--- src/rtl/vend_fsm_param_if.sv ---
// Coin-acceptor / dispenser bundle for vend_fsm_param.
// master = coin front end + dispenser/hopper side, slave = controller.
// The cancel wire exists only when VEND_REFUND_EN is defined.
interface vend_fsm_param_if #(
    parameter int CREDIT_W = 5
);
    logic [2:0]          coin;
`ifdef VEND_REFUND_EN
    logic                cancel;
`endif
    logic                coin_rdy;
    logic                vend;
    logic                chg_pulse;
    logic [CREDIT_W-1:0] credit;

    modport master (
        output coin,
`ifdef VEND_REFUND_EN
        output cancel,
`endif
        input  coin_rdy,
        input  vend,
        input  chg_pulse,
        input  credit
    );

    modport slave (
        input  coin,
`ifdef VEND_REFUND_EN
        input  cancel,
`endif
        output coin_rdy,
        output vend,
        output chg_pulse,
        output credit
    );
endinterface

--- src/rtl/vend_fsm_param.sv ---
// Parametrised vending controller: sums one-hot coin strobes into credit,
// pulses vend once credit reaches PRICE, then pays change one unit per cycle.
// Optional feature macro: VEND_REFUND_EN (cancel in COLLECT refunds credit).
//
// state   | meaning
// --------+---------------------------------------------------------
// IDLE    | credit = 0, coins accepted
// COLLECT | 0 < credit < PRICE, coins accepted
// VEND    | one-cycle dispense, credit shows the total paid
// CHANGE  | one chg_pulse per cycle, credit = units still owed
module vend_fsm_param #(
    parameter int PRICE     = 5,
    parameter int COIN0_VAL = 1,
    parameter int COIN1_VAL = 2,
    parameter int COIN2_VAL = 10,
    parameter int CREDIT_W  = 5
) (
    input  logic               sys_clk,
    input  logic               rst,
    vend_fsm_param_if.slave    bus
);

    typedef enum logic [1:0] {
        S_IDLE    = 2'd0,
        S_COLLECT = 2'd1,
        S_VEND    = 2'd2,
        S_CHANGE  = 2'd3
    } state_t;

    localparam logic [CREDIT_W-1:0] PRICE_C = CREDIT_W'(PRICE);
    localparam logic [CREDIT_W-1:0] COIN0_C = CREDIT_W'(COIN0_VAL);
    localparam logic [CREDIT_W-1:0] COIN1_C = CREDIT_W'(COIN1_VAL);
    localparam logic [CREDIT_W-1:0] COIN2_C = CREDIT_W'(COIN2_VAL);
    localparam logic [CREDIT_W-1:0] ONE_C   = CREDIT_W'(1);

    state_t              state;
    state_t              state_nxt;
    logic [CREDIT_W-1:0] credit;
    logic [CREDIT_W-1:0] credit_nxt;
    logic [CREDIT_W-1:0] coin_val;
    logic [CREDIT_W-1:0] sum;
    logic                coin_ok;
    logic                cancel_req;

`ifdef VEND_REFUND_EN
    assign cancel_req = bus.cancel;
`else
    assign cancel_req = 1'b0;
`endif

    // Only an exactly-one-hot strobe counts as a coin; anything else is noise.
    always_comb begin
        coin_val = '0;
        coin_ok  = 1'b0;
        case (bus.coin)
            3'b001: begin coin_val = COIN0_C; coin_ok = 1'b1; end
            3'b010: begin coin_val = COIN1_C; coin_ok = 1'b1; end
            3'b100: begin coin_val = COIN2_C; coin_ok = 1'b1; end
            default: ;
        endcase
    end

    assign sum = credit + coin_val;

    // Next-state and next-credit decision.
    always_comb begin
        state_nxt  = state;
        credit_nxt = credit;
        case (state)
            S_IDLE, S_COLLECT: begin
                // A coin arriving with cancel is folded into the refund.
                if (cancel_req && (state == S_COLLECT)) begin
                    credit_nxt = sum;
                    state_nxt  = S_CHANGE;
                end else if (coin_ok) begin
                    credit_nxt = sum;
                    state_nxt  = (sum >= PRICE_C) ? S_VEND : S_COLLECT;
                end
            end
            S_VEND: begin
                credit_nxt = credit - PRICE_C;
                state_nxt  = (credit == PRICE_C) ? S_IDLE : S_CHANGE;
            end
            S_CHANGE: begin
                if (credit <= ONE_C) begin
                    credit_nxt = '0;
                    state_nxt  = S_IDLE;
                end else begin
                    credit_nxt = credit - ONE_C;
                end
            end
            default: begin
                credit_nxt = '0;
                state_nxt  = S_IDLE;
            end
        endcase
    end

    // State, credit and outputs registered together; outputs follow the new state.
    always_ff @(posedge sys_clk) begin
        if (rst) begin
            state         <= S_IDLE;
            credit        <= '0;
            bus.coin_rdy  <= 1'b1;
            bus.vend      <= 1'b0;
            bus.chg_pulse <= 1'b0;
        end else begin
            state         <= state_nxt;
            credit        <= credit_nxt;
            bus.coin_rdy  <= (state_nxt == S_IDLE) || (state_nxt == S_COLLECT);
            bus.vend      <= (state_nxt == S_VEND);
            bus.chg_pulse <= (state_nxt == S_CHANGE);
        end
    end

    assign bus.credit = credit;

endmodule
--- src/flat_wrapper.sv ---
// flat-port wrapper written by rule: the top's interface ports become plain ports
module vend_fsm_param_flat 
#(
    parameter int PRICE     = 5,
    parameter int COIN0_VAL = 1,
    parameter int COIN1_VAL = 2,
    parameter int COIN2_VAL = 10,
    parameter int CREDIT_W  = 5
)
  (sys_clk, rst, bus_coin, bus_coin_rdy, bus_vend, bus_chg_pulse, bus_credit);
  vend_fsm_param_if #(.CREDIT_W(CREDIT_W)) bus_i ();
  input  logic sys_clk;
  input  logic rst;
  input wire logic [$bits(bus_i.coin)-1:0] bus_coin;
  output wire logic [$bits(bus_i.coin_rdy)-1:0] bus_coin_rdy;
  output wire logic [$bits(bus_i.vend)-1:0] bus_vend;
  output wire logic [$bits(bus_i.chg_pulse)-1:0] bus_chg_pulse;
  output wire logic [$bits(bus_i.credit)-1:0] bus_credit;
  assign bus_i.coin = bus_coin;
  assign bus_coin_rdy = bus_i.coin_rdy;
  assign bus_vend = bus_i.vend;
  assign bus_chg_pulse = bus_i.chg_pulse;
  assign bus_credit = bus_i.credit;
  vend_fsm_param #(.PRICE(PRICE), .COIN0_VAL(COIN0_VAL), .COIN1_VAL(COIN1_VAL), .COIN2_VAL(COIN2_VAL), .CREDIT_W(CREDIT_W)) u_core (.sys_clk(sys_clk), .rst(rst), .bus(bus_i));
endmodule
--- config.mk ---
export PLATFORM = sky130hd
export DESIGN_NAME = vend_fsm_param_flat
export DESIGN_NICKNAME = d
export VERILOG_FILES = /design/src/rtl/vend_fsm_param_if.sv /design/src/rtl/vend_fsm_param.sv /design/src/flat_wrapper.sv
export SDC_FILE = /design/constraint.sdc
export NUM_CORES = 1
export LEC_CHECK = 0
export BUFFER_PORTS_ARGS = -buffer_cell sky130_fd_sc_hd__clkbuf_2
export CORE_MARGIN = 10
export CORE_UTILIZATION = 58
export DETAILED_ROUTE_END_ITERATION = 16
export GPL_TIMING_DRIVEN = 1
export PLACE_DENSITY = 0.87
export REMOVE_ABC_BUFFERS = 1
export SYNTH_ARGS = -nofsm -noshare
export SYNTH_HDL_FRONTEND = slang
export SYNTH_SLANG_ARGS = --single-unit
--- constraint.sdc ---
create_clock -name sys_clk -period 3.6 [get_ports sys_clk]
set_input_delay 0.54 -clock sys_clk [delete_from_list [all_inputs] [get_ports sys_clk]]
set_output_delay 0.54 -clock sys_clk [all_outputs]
set_load 0.05 [all_outputs]
Word level (Yosys, flattened, before mapping). Cells that the tools add are included.

Register bits after elaboration: 10. Bits in latches: 0. RAM bits: 0. Memory bits (read-only): 0. Input port bits: 5. Output and inout bits: 8. Memories: 0.

$add $sub $neg: 3. Multipliers: 0. Divide/modulo/power cells: 0. Order comparisons: 2. Equality and inequality tests: 11. Shift operators: 0. Muxes and demuxes: 10. Bitwise operators: 0. Reductions and logical operators: 5.

Operators by type and width (number): 5-bit one-hot mux with 3 select lines (1); 4-bit one-hot mux with 3 select lines (1); 5-bit 2-to-1 mux (2); 2-bit == test (second input constant) (4); 2-bit 2-to-1 mux (4); 2-bit one-hot mux with 3 select lines (1); 5-bit by 4-bit adder with 5-bit output (1); 5-bit by 3-bit == test with 1-bit output (second input constant) (1); 5-bit by 3-bit greater-or-equal comparator with 1-bit output (second input constant) (1); 5-bit by 1-bit less-or-equal comparator with 1-bit output (second input constant) (1); 5-bit by 1-bit subtractor with 5-bit output (second input constant) (1); 5-bit by 3-bit subtractor with 5-bit output (second input constant) (1); 2-bit by 1-bit == test with 1-bit output (second input constant) (2); 2-bit logical NOT (2); 3-bit by 1-bit == test with 1-bit output (second input constant) (1); 3-bit by 2-bit == test with 1-bit output (second input constant) (1); 3-bit == test (second input constant) (1); 3-bit OR reduction (1); 2-bit by 1-bit inequality test with 1-bit output (second input constant) (1); 2-bit OR reduction (1); 1-bit logical OR (1); 1-bit 2-to-1 mux (1).

Logic depth before layout (Yosys ltp). Gate-level depths: netlist of the first run.

Depth in word-level cells: 9. Mapped depth: 8. Depth with buffers taken out: 7.

Least setup slack after synthesis of the first run. OpenSTA, ideal clock, no wires.

Path type: input to register. Start point: input port bus_coin[2]. End point: register u_core.state[0]. Arrival: 2.253 ns. Data required time: 3.538 ns. Path slack: 1.284 ns. Cell stages on the path: 8. Path through: buf_2 > nor3b_1 > ha_1 > fa_1 > a31oi_1 > xnor2_1 > or4_1 > nand3_1.

Cells in the longest elaborated chain, start to end: 7. Elaborated cells on any way between the ends: 11.

Ends and longest elaborated chain: start: declaration (RTL line flat_wrapper.sv:14) `input wire logic [$bits(bus_i.coin)-1:0] bus_coin;`; 3-bit == test, or another cell as far along (RTL line vend_fsm_param.sv:55) `case (bus.coin)`; 4-bit one-hot mux with 3 select lines (RTL line vend_fsm_param.sv:55); 5-bit by 4-bit adder with 5-bit output (RTL line vend_fsm_param.sv:63) `assign sum = credit + coin_val;`; 5-bit by 3-bit greater-or-equal comparator with 1-bit output (RTL line vend_fsm_param.sv:77) `state_nxt = (sum >= PRICE_C) ? S_VEND : S_COLLECT;`; 2-bit 2-to-1 mux (RTL line vend_fsm_param.sv:77); 2-bit 2-to-1 mux (*) (RTL line vend_fsm_param.sv:75) `end else if (coin_ok) begin`; 2-bit one-hot mux with 3 select lines (*) (RTL line vend_fsm_param.sv:69) `case (state)`; end signal: assignment (RTL line vend_fsm_param.sv:108) `state <= state_nxt;`; end: declaration (RTL line vend_fsm_param.sv:36) `state_t state;`.

Every way passes the cells marked *; elsewhere a longest branch is shown, timed or not. A chain may end at the register's enable or synchronous reset.

Worst setup path in the final report of the first run.
Start point: input port bus_coin[0]. End point: register u_core.state[0].

Same word-level chain as after synthesis.

==> flow_metrics.tcl, run 1 <==
set metrics [dict create \
    status "finished clean" \
    grt.met2_usage_pct 21.9 \
    ys_types 39 \
    arrival_ps 2420 \
    critPathSlowestCell "or4_1" \
    maxSlewViolCount 0 \
    sw_frac_of_total_pct 53.9 \
    synth_edf_count 0 \
    via_per_inst 6.30 \
    die_area_um2 3210 \
    synth_top_area_share_pct 25.6 \
    initial_core_util_pct 60.8 \
    post_cts_resized 0 \
    postPlaceCellArea_um2 838 \
    cellPowerDensity_nw_per_um2 949 \
    yosysWarnings 0 \
    ir_worst_vdd_v 0.000603 \
    hold_ws_ps 529 \
    max_freq_ghz 0.455 \
    dp_hpwl_mm 1.44 \
    synth-seq-cells 10 \
    io_buffers 12 \
    cts-buffers-inserted 3 \
    final_cell_area_um2 875 \
    coreArea_um2 1280 \
    setup.worst_path.class "input pin to flop" \
    ios 13 \
    cts_root_buf "clkbuf_4" \
    use_met3_pct 3.82 \
    required_ps 3820 \
    maxSlewHeadroom_pct 60.3 \
    postRouteAntennaNets 0 \
    globalRouteMet1Util_pct 12.1 \
    tightest_slew_ps 595 \
    path_buf_inv 1 \
    grt_pass1_wl_mm 3.26 \
    wl_mm 1.94 \
    grt_overflow 0 \
    wire_per_inst_um 15.9 \
    crit_family "simple AND/OR/NAND/NOR gates" \
    rows 13 \
    dr_total_vias 768 \
    grt_antenna_before_repair 0 \
    n_antenna_cell 0 \
    cts_tree "done" \
    busiest_layer "met2" \
    post-route-min-period_ps 2200 \
    worstPathCellList "clkbuf_2 -> nor3b_1 -> ha_1 -> fa_1 -> a31oi_1 -> xnor2_1 -> or4_1 -> nand3_1" \
    critPathMaxStageDelay_ps 520 \
    final.setup.tns_ps 0 \
    p_int_w 0.000382 \
    setup_viol 0 \
    async_reset_ff_share_pct 0 \
    synthesis.area_um2 781 \
    avgSynthCellArea_um2 8.13 \
    die_y_um 56.7 \
    synth.area.top_cells "dfxtp_1 26%, ha_1 8.0%, mux2i_1 3.8%, a211oi_1 3.8%, nor2_1 3.4%" \
    yosys_most_used_dff "dfxtp_1" \
    drc 0 \
    p_leak_nw 0.382 \
    rsz0062_at_grt "no" \
    drtIter0Drc 12 \
    fin_skew_ps 2.61 \
    dr.pass1.iters 4 \
    cts.clk_slew.worst_paths_ps 70 \
    fin_ws_ps 1400 \
    yosysMostFrequentCell "dfxtp_1" \
    place_worst_setup_slack_ps 1150 \
    postCtsHoldBufs 0 \
    worstSetupStartpointType "input pin" \
    pwr-share-clk_pct 12.5 \
    worstHoldPathType "input pin to flop" \
    insertion_delay_ps 280 \
    post_cts_buffers 0 \
    grt_pass1_vias 727 \
    yosysTopAreaCell "dfxtp_1" \
    share_seq_of_total_power_pct 30.9 \
    grtUsageTotal_pct 12.4 \
    final_layout_size_suffix_gt1_share_pct 18.7 \
    area_delta_synth_final_pct 12.0 \
    die_w_um 56.7 \
    cp-end-kind "flop" \
    power.switching_w 0.000448 \
    grt_max_degree 20 \
    hold_violations 0 \
    seq_area_frac_synth_pct 25.6 \
    h-tree-depth 1 \
    gp_congestion 0.808 \
    crit_fanout 5 \
    clock_sinks 10 \
    drv_cap 0 \
    finalCritPeriodShare_pct 61.1 \
    num-nets-final 119 \
    synth_cells 96 \
    p_comb_share_pct 56.6 \
    clockBufferDepth 2 \
    ys_top_cells_by_count "10 x dfxtp_1, 7 x nor2_1, 6 x inv_1" \
]
[layer usage]
| metal | up-vias | share of wire [%] |
|---|---|---|
| met5 | - | 0 |
| met4 | 0 | 3.2 |
| met3 | 7 | 5.3 |
| met2 | 20 | 52 |
| met1 | 364 | 40 |
| li1 | 377 | - |
[stage by stage]
step	power, W	cells	util, %
6_report	0.000830	122	68.1
5_1_grt	0.000893	122	68.1
4_1_cts	0.000831	122	68.1
3_5_place_dp	0.000726	118	65.2
3_3_place_gp	0.000703	118	65.2
2_1_floorplan	0.000603	91	-
[path summary, 6_finish.rpt]
check	startpoint	slack, ps	to	depth (start not counted)
hold reg to reg	u_core.state[1]$_SDFF_PP0_	530	u_core.bus.credit[0]$_SDFFE_PP0P_	2
hold / removal	rst	530	u_core.bus.credit[2]$_SDFFE_PP0P_	2
setup reg to reg	u_core.bus.credit[0]$_SDFFE_PP0P_	1460	u_core.state[0]$_SDFF_PP0_	6
setup / recovery	bus_coin[0]	1400	u_core.state[0]$_SDFF_PP0_	8
[power groups by stage]
stage,Sequential [W],Clock (W),Combinational (W)
2_1_floorplan,0.000353,0,0.000250
3_3_place_gp,0.000253,0,0.000450
3_5_place_dp,0.000258,0,0.000468
4_1_cts,0.000255,0.000104,0.000472
5_1_grt,0.000267,0.000109,0.000517
6_report,0.000257,0.000104,0.000470
[registers in the layout (all words and copies together) (netlist names)]
name / count
u_core.bus.coin_rdy: 1
u_core.bus.chg_pulse: 1
u_core.bus.credit: 5
u_core.bus.vend: 1
u_core.state: 2
[area by class of cell]
| cell class | count | area, um^2 |
|---|---|---|
| fill | 115 | 410 |
| timing repair buffer | 12 | 60.1 |
| inverter | 6 | 22.5 |
| multi-input combinational | 75 | 537 |
| sequential | 10 | 200 |
| tap | 15 | 18.8 |
| clock buffer | 4 | 36.3 |
[cells in the final DEF (no fill, tap or decap), types with 2 or more instances in the layout]
cell | synthesis | routed
a211oi_1 | 4 | 4
a21oi_1 | 3 | 3
clkbuf_2 | 0 | 12
clkbuf_4 | 0 | 3
dfxtp_1 | 10 | 10
ha_1 | 5 | 5
inv_1 | 6 | 6
mux2i_1 | 3 | 3
nand2_1 | 4 | 4
nand2b_1 | 3 | 3
nand3_1 | 5 | 5
nand4b_1 | 3 | 3
nor2_1 | 7 | 7
nor3_1 | 3 | 3
nor3b_1 | 2 | 2
o21ai_0 | 5 | 5
o22ai_1 | 2 | 2
or2_2 | 2 | 2
xnor2_1 | 2 | 2
xor2_1 | 3 | 3
[cells by family after synthesis]
kind of cell	share of synthesized area (%)
simple gates	23.1
compound gates	25.6
buf+inv	5.61
flops	25.6
fa+ha+maj	10.6
xor+xnor	5.61
mux	3.85
[worst register-to-register path, delay by kind of cell, from the launching register on]
family | cells | cell delay [ps]
adders and majority gates | 2 | 750
and+or+nand+nor | 2 | 610
xor gates and xnor gates | 1 | 100
AOI/OAI and AO/OA | 1 | 230
DFF | 1 | 400
Note: power is estimated with default switching activity, not from simulation.
==> run 2: changes to the inputs <==
--- a/config.mk
+++ b/config.mk
@@ -5,12 +5,13 @@
 export SDC_FILE = /design/constraint.sdc
 export NUM_CORES = 1
 export LEC_CHECK = 0
+export ABC_AREA = 1
 export BUFFER_PORTS_ARGS = -buffer_cell sky130_fd_sc_hd__clkbuf_2
 export CORE_MARGIN = 10
-export CORE_UTILIZATION = 58
+export CORE_UTILIZATION = 50
 export DETAILED_ROUTE_END_ITERATION = 16
 export GPL_TIMING_DRIVEN = 1
-export PLACE_DENSITY = 0.87
+export PLACE_DENSITY = 0.79
 export REMOVE_ABC_BUFFERS = 1
 export SYNTH_ARGS = -nofsm -noshare
 export SYNTH_HDL_FRONTEND = slang
==> constraint.sdc (replaced) <==
create_clock -name sys_clk -period 1.8 [get_ports sys_clk]
set_input_delay 0.27 -clock sys_clk [delete_from_list [all_inputs] [get_ports sys_clk]]
set_output_delay 0.27 -clock sys_clk [all_outputs]
set_load 0.05 [all_outputs]
==> run 2 against run 1 <==
Non-clock buffer count rose by 9. Worst setup slack got worse by 1300 ps. Sequential cell count did not move. Clock power rose by 88%. Global-route usage fell by 0.32 points. Synthesized cell count rose by 47%. Largest cell class unchanged.
==> flow_metrics.tcl, run 2 <==
set metrics [dict create \
    r2r_end "u_core.bus.coin_rdy$_SDFF_PP1_" \
    yosysMostFrequentCell "nand2_1" \
    postCtsHoldBufs 0 \
    rrSetupSlack_ps 80 \
    clock_sinks 10 \
    maxSlewHeadroom_pct 79.9 \
    required_ps 1960 \
    grt_overflow 0 \
    cts_tree "done" \
    setup.worst_path.class "flop to flop" \
    final_cell_mix "37 x nand2_1, 20 x nand3_1, 17 x inv_1, 16 x nor2_1, 12 x clkbuf_2" \
    fin_skew_ps 2.61 \
    postPlaceCellArea_um2 1010 \
    ir_worst_vdd_v 0.000822 \
    synth_xor_area_share_pct 1.00 \
    layout_commonest_cell "nand2_1" \
    grt_antenna_before_repair 0 \
    largest_registers "u_core.bus.credit (5), u_core.state (2)" \
    cellPowerDensity_nw_per_um2 1570 \
    io_buffers 12 \
    maxSlewViolCount 0 \
    synth_top_family_by_area "simple AND/OR/NAND/NOR gates" \
    dp_hpwl_mm 1.81 \
    yosys_most_used_dff "dfxtp_1" \
    ios 13 \
    rows 15 \
    avgSynthCellArea_um2 6.19 \
    final_layout_size_suffix_gt1_share_pct 28.0 \
    cts.clk_slew.worst_paths_ps 60 \
    drtIter0Drc 15 \
    fill_cells 167 \
    hold_ws_ps 298 \
    via_per_inst 5.26 \
    n_antenna_cell 0 \
    dr_total_vias 952 \
    drc 0 \
    power_w 0.00165 \
    synthMuxAreaShare_pct 0 \
    min_from "rst" \
    async_reset_ff_share_pct 0 \
    coreArea_um2 1690 \
    synth_cells 141 \
    seq_area_frac_synth_pct 22.9 \
    r2r_cells 9 \
    finalCritPeriodShare_pct 95.3 \
    p_leak_nw 0.570 \
    post_cts_buffers 0 \
    post-route-min-period_ps 1720 \
    wl_mm 2.18 \
    h-tree-depth 1 \
    hold_violations 0 \
    setup_viol 0 \
    worstHoldPathType "input pin to flop" \
    wire_per_inst_um 12.0 \
    regMostFlops "u_core.bus.credit" \
    yosys.area_share.simple_pct 49.4 \
    synthesis.area_um2 873 \
    cp-end-kind "flop" \
    die_area_um2 3820 \
    max_freq_ghz 0.583 \
    num-nets-final 176 \
    synth-seq-cells 10 \
    rsz0062_at_grt "no" \
    r2r_start "u_core.bus.credit[0]$_SDFFE_PP0P_" \
    grt_pass1_vias 831 \
    synthAdderAreaFrac_pct 9.46 \
    synth_compound_area_share_pct 6.02 \
    crit_fanout 3 \
    synth.area.top_cells "dfxtp_1 23%, nand2_1 16%, nand3_1 11%, inv_1 7.3%, ha_1 7.2%" \
    cts_root_buf "clkbuf_4" \
    tightest_slew_ps 301 \
    arrival_ps 1870 \
    initial_core_util_pct 51.7 \
    drv_cap 0 \
    holdPathStages 2 \
    postRouteAntennaNets 0 \
    final_cell_area_um2 1050 \
    area_delta_synth_final_pct 20.6 \
    ys_types 23 \
    yosysTopAreaCell "dfxtp_1" \
    die_y_um 61.8 \
    cts-buffers-inserted 3 \
    largest_reg_flops 5 \
    worstSetupStartpointType "flop" \
    insertion_delay_ps 260 \
    status "finished clean" \
    yosysWarnings 0 \
    dr.pass1.iters 5 \
    synth_top_area_share_pct 22.9 \
    synth_edf_count 0 \
    grtUsageTotal_pct 12.1 \
    grt_max_degree 15 \
    ys_top_cells_by_count "37 x nand2_1, 20 x nand3_1, 17 x inv_1, 16 x nor2_1, 10 x dfxtp_1" \
    gp_congestion 0.889 \
    grt_pass1_wl_mm 3.63 \
    hold_path_end "u_core.state[1]$_SDFF_PP0_" \
    clockBufferDepth 2 \
    die_w_um 61.8 \
]
==> run 2: cell types whose count changed after synthesis, moves of 4 or more <==
cell,change
a211oi_1,-4
inv_1,+11
inv_2,+5
nand2_1,+33
nand2_2,+4
nand3_1,+15
nand4_1,+4
nor2_1,+9
nor2_2,+4
==> run 2: per-layer routing <==
layer  track usage [%]  part of all wire [%]
met5                 0                     0
met4              2.23                     0
met3              2.44                   4.3
met2              23.7                    55
met1              13.0                    41
==> run 2: area by class of cell <==
| type | count | area (um^2) | area share (%) |
|---|---|---|---|
| Tap cell | 17 | 21.3 | 2.02 |
| Inverter | 22 | 82.6 | 7.84 |
| Sequential cell | 10 | 200 | 19.0 |
| Multi-Input combinational cell | 107 | 586 | 55.6 |
| Clock buffer | 4 | 36.3 | 3.44 |
| Timing Repair Buffer | 21 | 128 | 12.1 |
==> run 2: how the worst max path moves through the flow <==
stage                                          end  slack (ps)  cells past startpoint                              start
floorplan               u_core.state[1]$_SDFF_PP0_        -190                      8  u_core.bus.credit[0]$_SDFFE_PP0P_
global placement        u_core.bus.vend$_SDFF_PP0_         -40                     12                        bus_coin[1]
detailed placement      u_core.state[1]$_SDFF_PP0_        -170                     12                        bus_coin[2]
CTS                     u_core.state[1]$_SDFF_PP0_          50                      8  u_core.bus.credit[0]$_SDFFE_PP0P_
global route        u_core.bus.coin_rdy$_SDFF_PP1_          20                      9  u_core.bus.credit[0]$_SDFFE_PP0P_
finish              u_core.bus.coin_rdy$_SDFF_PP1_          80                      9  u_core.bus.credit[0]$_SDFFE_PP0P_
==> run 2: critical path: stages (launching register included) <==
cell and delay, ps:
dfxtp_1 330, ha_1 240, fa_2 550, nor2_1 50, nor2_2 120, inv_1 60, nand3_1 60, nand2_1 90
nand2_1 70, nand2_1 40
==> run 2: stage by stage <==
| stage | setup TNS, ps | std cells | setup slack, ps | utilization, % |
|---|---|---|---|---|
| after detailed placement | -700 | 177 | -168 | 59.6 |
| after floorplan | -756 | 139 | -189 | - |
| after CTS | 0 | 181 | 45.9 | 61.8 |
| after global placement | -157 | 177 | -42.9 | 59.6 |
| final | 0 | 181 | 84.3 | 62.4 |
| after global routing | 0 | 181 | 15.4 | 62.4 |
==> run 2: timing repair <==
action | 4_1_cts | 5_1_grt
setup endpoints to repair | 0 | 4
endpoints found under the hold margin | 0 | 0
resized for setup | 0 | 2
==> run 2: report_power, final <==
group / switching [W] / leakage [nW] / total (W) / internal, W
Clock: 0.0000731 / 0.0210 / 0.000196 / 0.000123
Sequential: 0.0000830 / 0.0818 / 0.000376 / 0.000293
Combinational: 0.000733 / 0.467 / 0.00108 / 0.000346
Total: 0.000889 / 0.570 / 0.00165 / 0.000761
==> run 2: cells by family (layout without fill, tap and decap cells) <==
kind of cell    count (synthesis)  in the layout
xor+xnor                        1              1
compound gates                  9              9
flops                          10             10
buf+inv                        24             47
simple gates                   91             91
fa+ha+maj                       6              6
==> run 3: changes to the inputs <==
--- a/config.mk
+++ b/config.mk
@@ -5,13 +5,13 @@
 export SDC_FILE = /design/constraint.sdc
 export NUM_CORES = 1
 export LEC_CHECK = 0
-export ABC_AREA = 1
 export BUFFER_PORTS_ARGS = -buffer_cell sky130_fd_sc_hd__clkbuf_2
+export CAP_MARGIN = 40
 export CORE_MARGIN = 10
-export CORE_UTILIZATION = 50
+export CORE_UTILIZATION = 48
 export DETAILED_ROUTE_END_ITERATION = 16
 export GPL_TIMING_DRIVEN = 1
-export PLACE_DENSITY = 0.79
+export PLACE_DENSITY = 0.77
 export REMOVE_ABC_BUFFERS = 1
 export SYNTH_ARGS = -nofsm -noshare
 export SYNTH_HDL_FRONTEND = slang
==> run 3 against run 2 <==
The run now ends with setup timing left. Clock-buffer cell count fell by 1. First-iteration DRC count up 27%. Register-to-register slack worse by 160 ps. Routed wire length rose by 12%.
==> flow_metrics.tcl, run 3 (synthesis gave the netlist of run 1 again) <==
set metrics [dict create \
    maxSlewViolCount 0 \
    ir_worst_vdd_v 0.000909 \
    final_cell_mix "15 x buf_4, 12 x clkbuf_2, 9 x dfxtp_1, 7 x nor2_1, 6 x inv_1" \
    rows 14 \
    grt_pass1_wl_mm 3.84 \
    max_freq_ghz 0.534 \
    layout_commonest_cell "buf_4" \
    area_delta_synth_final_pct 40.9 \
    initial_core_util_pct 51.2 \
    largest_registers "u_core.bus.credit (5), u_core.state (2)" \
    die_y_um 60.3 \
    setup_viol 4 \
    cts_root_buf "clkbuf_4" \
    dr_total_vias 862 \
    h-tree-depth 1 \
    worstHoldPathType "input pin to flop" \
    p_int_w 0.000876 \
    die_area_um2 3640 \
    p_comb_share_pct 67.3 \
    dp_hpwl_mm 1.76 \
    insertion_delay_ps 270 \
    num-nets-final 136 \
    setup.worst_path.class "flop to flop" \
    final.setup.tns_ps -185 \
    regMostFlops "u_core.bus.credit" \
    place_worst_setup_slack_ps -390 \
    drc 0 \
    cts.clk_slew.worst_paths_ps 60 \
    fin_skew_ps 2.15 \
    pwr-share-clk_pct 8.1 \
    coreArea_um2 1520 \
    p_leak_nw 0.479 \
    via_per_inst 6.20 \
    tightest_slew_ps 465 \
    largest_reg_flops 5 \
    wire_per_inst_um 17.6 \
    sw_frac_of_total_pct 53.8 \
    drv_cap 0 \
    dr.pass1.iters 4 \
    grt_pass1_vias 847 \
    required_ps 2010 \
    crit_fanout 2 \
    grt_antenna_before_repair 0 \
    clock_sinks 10 \
    cts-buffers-inserted 3 \
    arrival_ps 2080 \
    io_buffers 12 \
    drtIter0Drc 19 \
    clockBufferDepth 2 \
    maxSlewHeadroom_pct 68.9 \
    violations "setup timing" \
    grtUsageTotal_pct 13.8 \
    cp-end-kind "flop" \
    finalCritPeriodShare_pct 104 \
    postCtsHoldBufs 0 \
    rsz0062_at_grt "yes" \
    final_core_util_pct 72.2 \
    ios 13 \
    final_layout_size_suffix_gt1_share_pct 39.0 \
    grt_overflow 0 \
    wl_mm 2.45 \
    fin_ws_ps -73.6 \
    power.switching_w 0.00102 \
    status "finished, violations left" \
    cellPowerDensity_nw_per_um2 1720 \
    die_w_um 60.3 \
    share_seq_of_total_power_pct 24.6 \
    post-route-min-period_ps 1870 \
    cts_tree "done" \
    n_antenna_cell 0 \
    postRouteAntennaNets 0 \
    gp_congestion 0.840 \
    hold_violations 0 \
    worstSetupStartpointType "flop" \
    grt_max_degree 13 \
]
## run 3: final cells by class
cell class | count | area, um^2
Inverter | 6 | 22.5
Timing Repair Buffer | 29 | 195
Clock buffer | 3 | 22.5
Fill cell | 120 | 424
Multi-Input combinational cell | 75 | 636
Sequential cell | 10 | 204
Tap cell | 16 | 20.0
## run 3: through the flow
step / hold WS, ps / power, W / cell area, um^2 / std cells
2_1_floorplan: 343 / 0.00121 / 759 / 91
3_3_place_gp: 528 / 0.00149 / 937 / 132
3_5_place_dp: 542 / 0.00156 / 937 / 132
4_1_cts: 265 / 0.00182 / 1050 / 137
5_1_grt: 299 / 0.00201 / 1100 / 139
6_report: 276 / 0.00190 / 1100 / 139
## run 3: worst max-delay path, stage by stage, from the launching register on
cell and delay (ps):
dfxtp_4 360, ha_4 160, fa_2 350, buf_6 130
a31oi_4 190, xnor2_2 100, or4_1 420, nand3_1 100
## run 3: timing repair
action                                  CTS  global route
gates cloned                              0             0
endpoints found under the setup margin    5             6
buffers inserted                          2             2
gates resized for setup                  15             8
pin swaps                                11             7
## run 3: final timing paths
check,startpoint,end,slack [ps],cells past startpoint
worst min register to register,u_core.state[1]$_SDFF_PP0_,u_core.bus.credit[0]$_SDFFE_PP0P_,560,2
worst max-delay path,u_core.bus.credit[0]$_SDFFE_PP0P_,u_core.state[0]$_SDFF_PP0_,-70,7
worst max register to register,u_core.bus.credit[0]$_SDFFE_PP0P_,u_core.state[0]$_SDFF_PP0_,-70,7
worst min-delay path,rst,u_core.bus.credit[2]$_SDFFE_PP0P_,280,2
## run 3: layer usage
layer,up-vias,GRT usage (%),wire [um]
li1,409,-,-
met1,408,13.3,904
met2,30,24.7,1300
met3,15,3.34,130
met4,0,10.9,110
met5,-,0,0
## run 3: power by group through the flow
stage	Clock, W	Combinational [W]	Sequential (W)
2_1_floorplan	0	0.000500	0.000705
3_3_place_gp	0	0.00107	0.000425
3_5_place_dp	0	0.00112	0.000437
4_1_cts	0.000155	0.00122	0.000451
5_1_grt	0.000158	0.00138	0.000474
6_report	0.000154	0.00128	0.000466
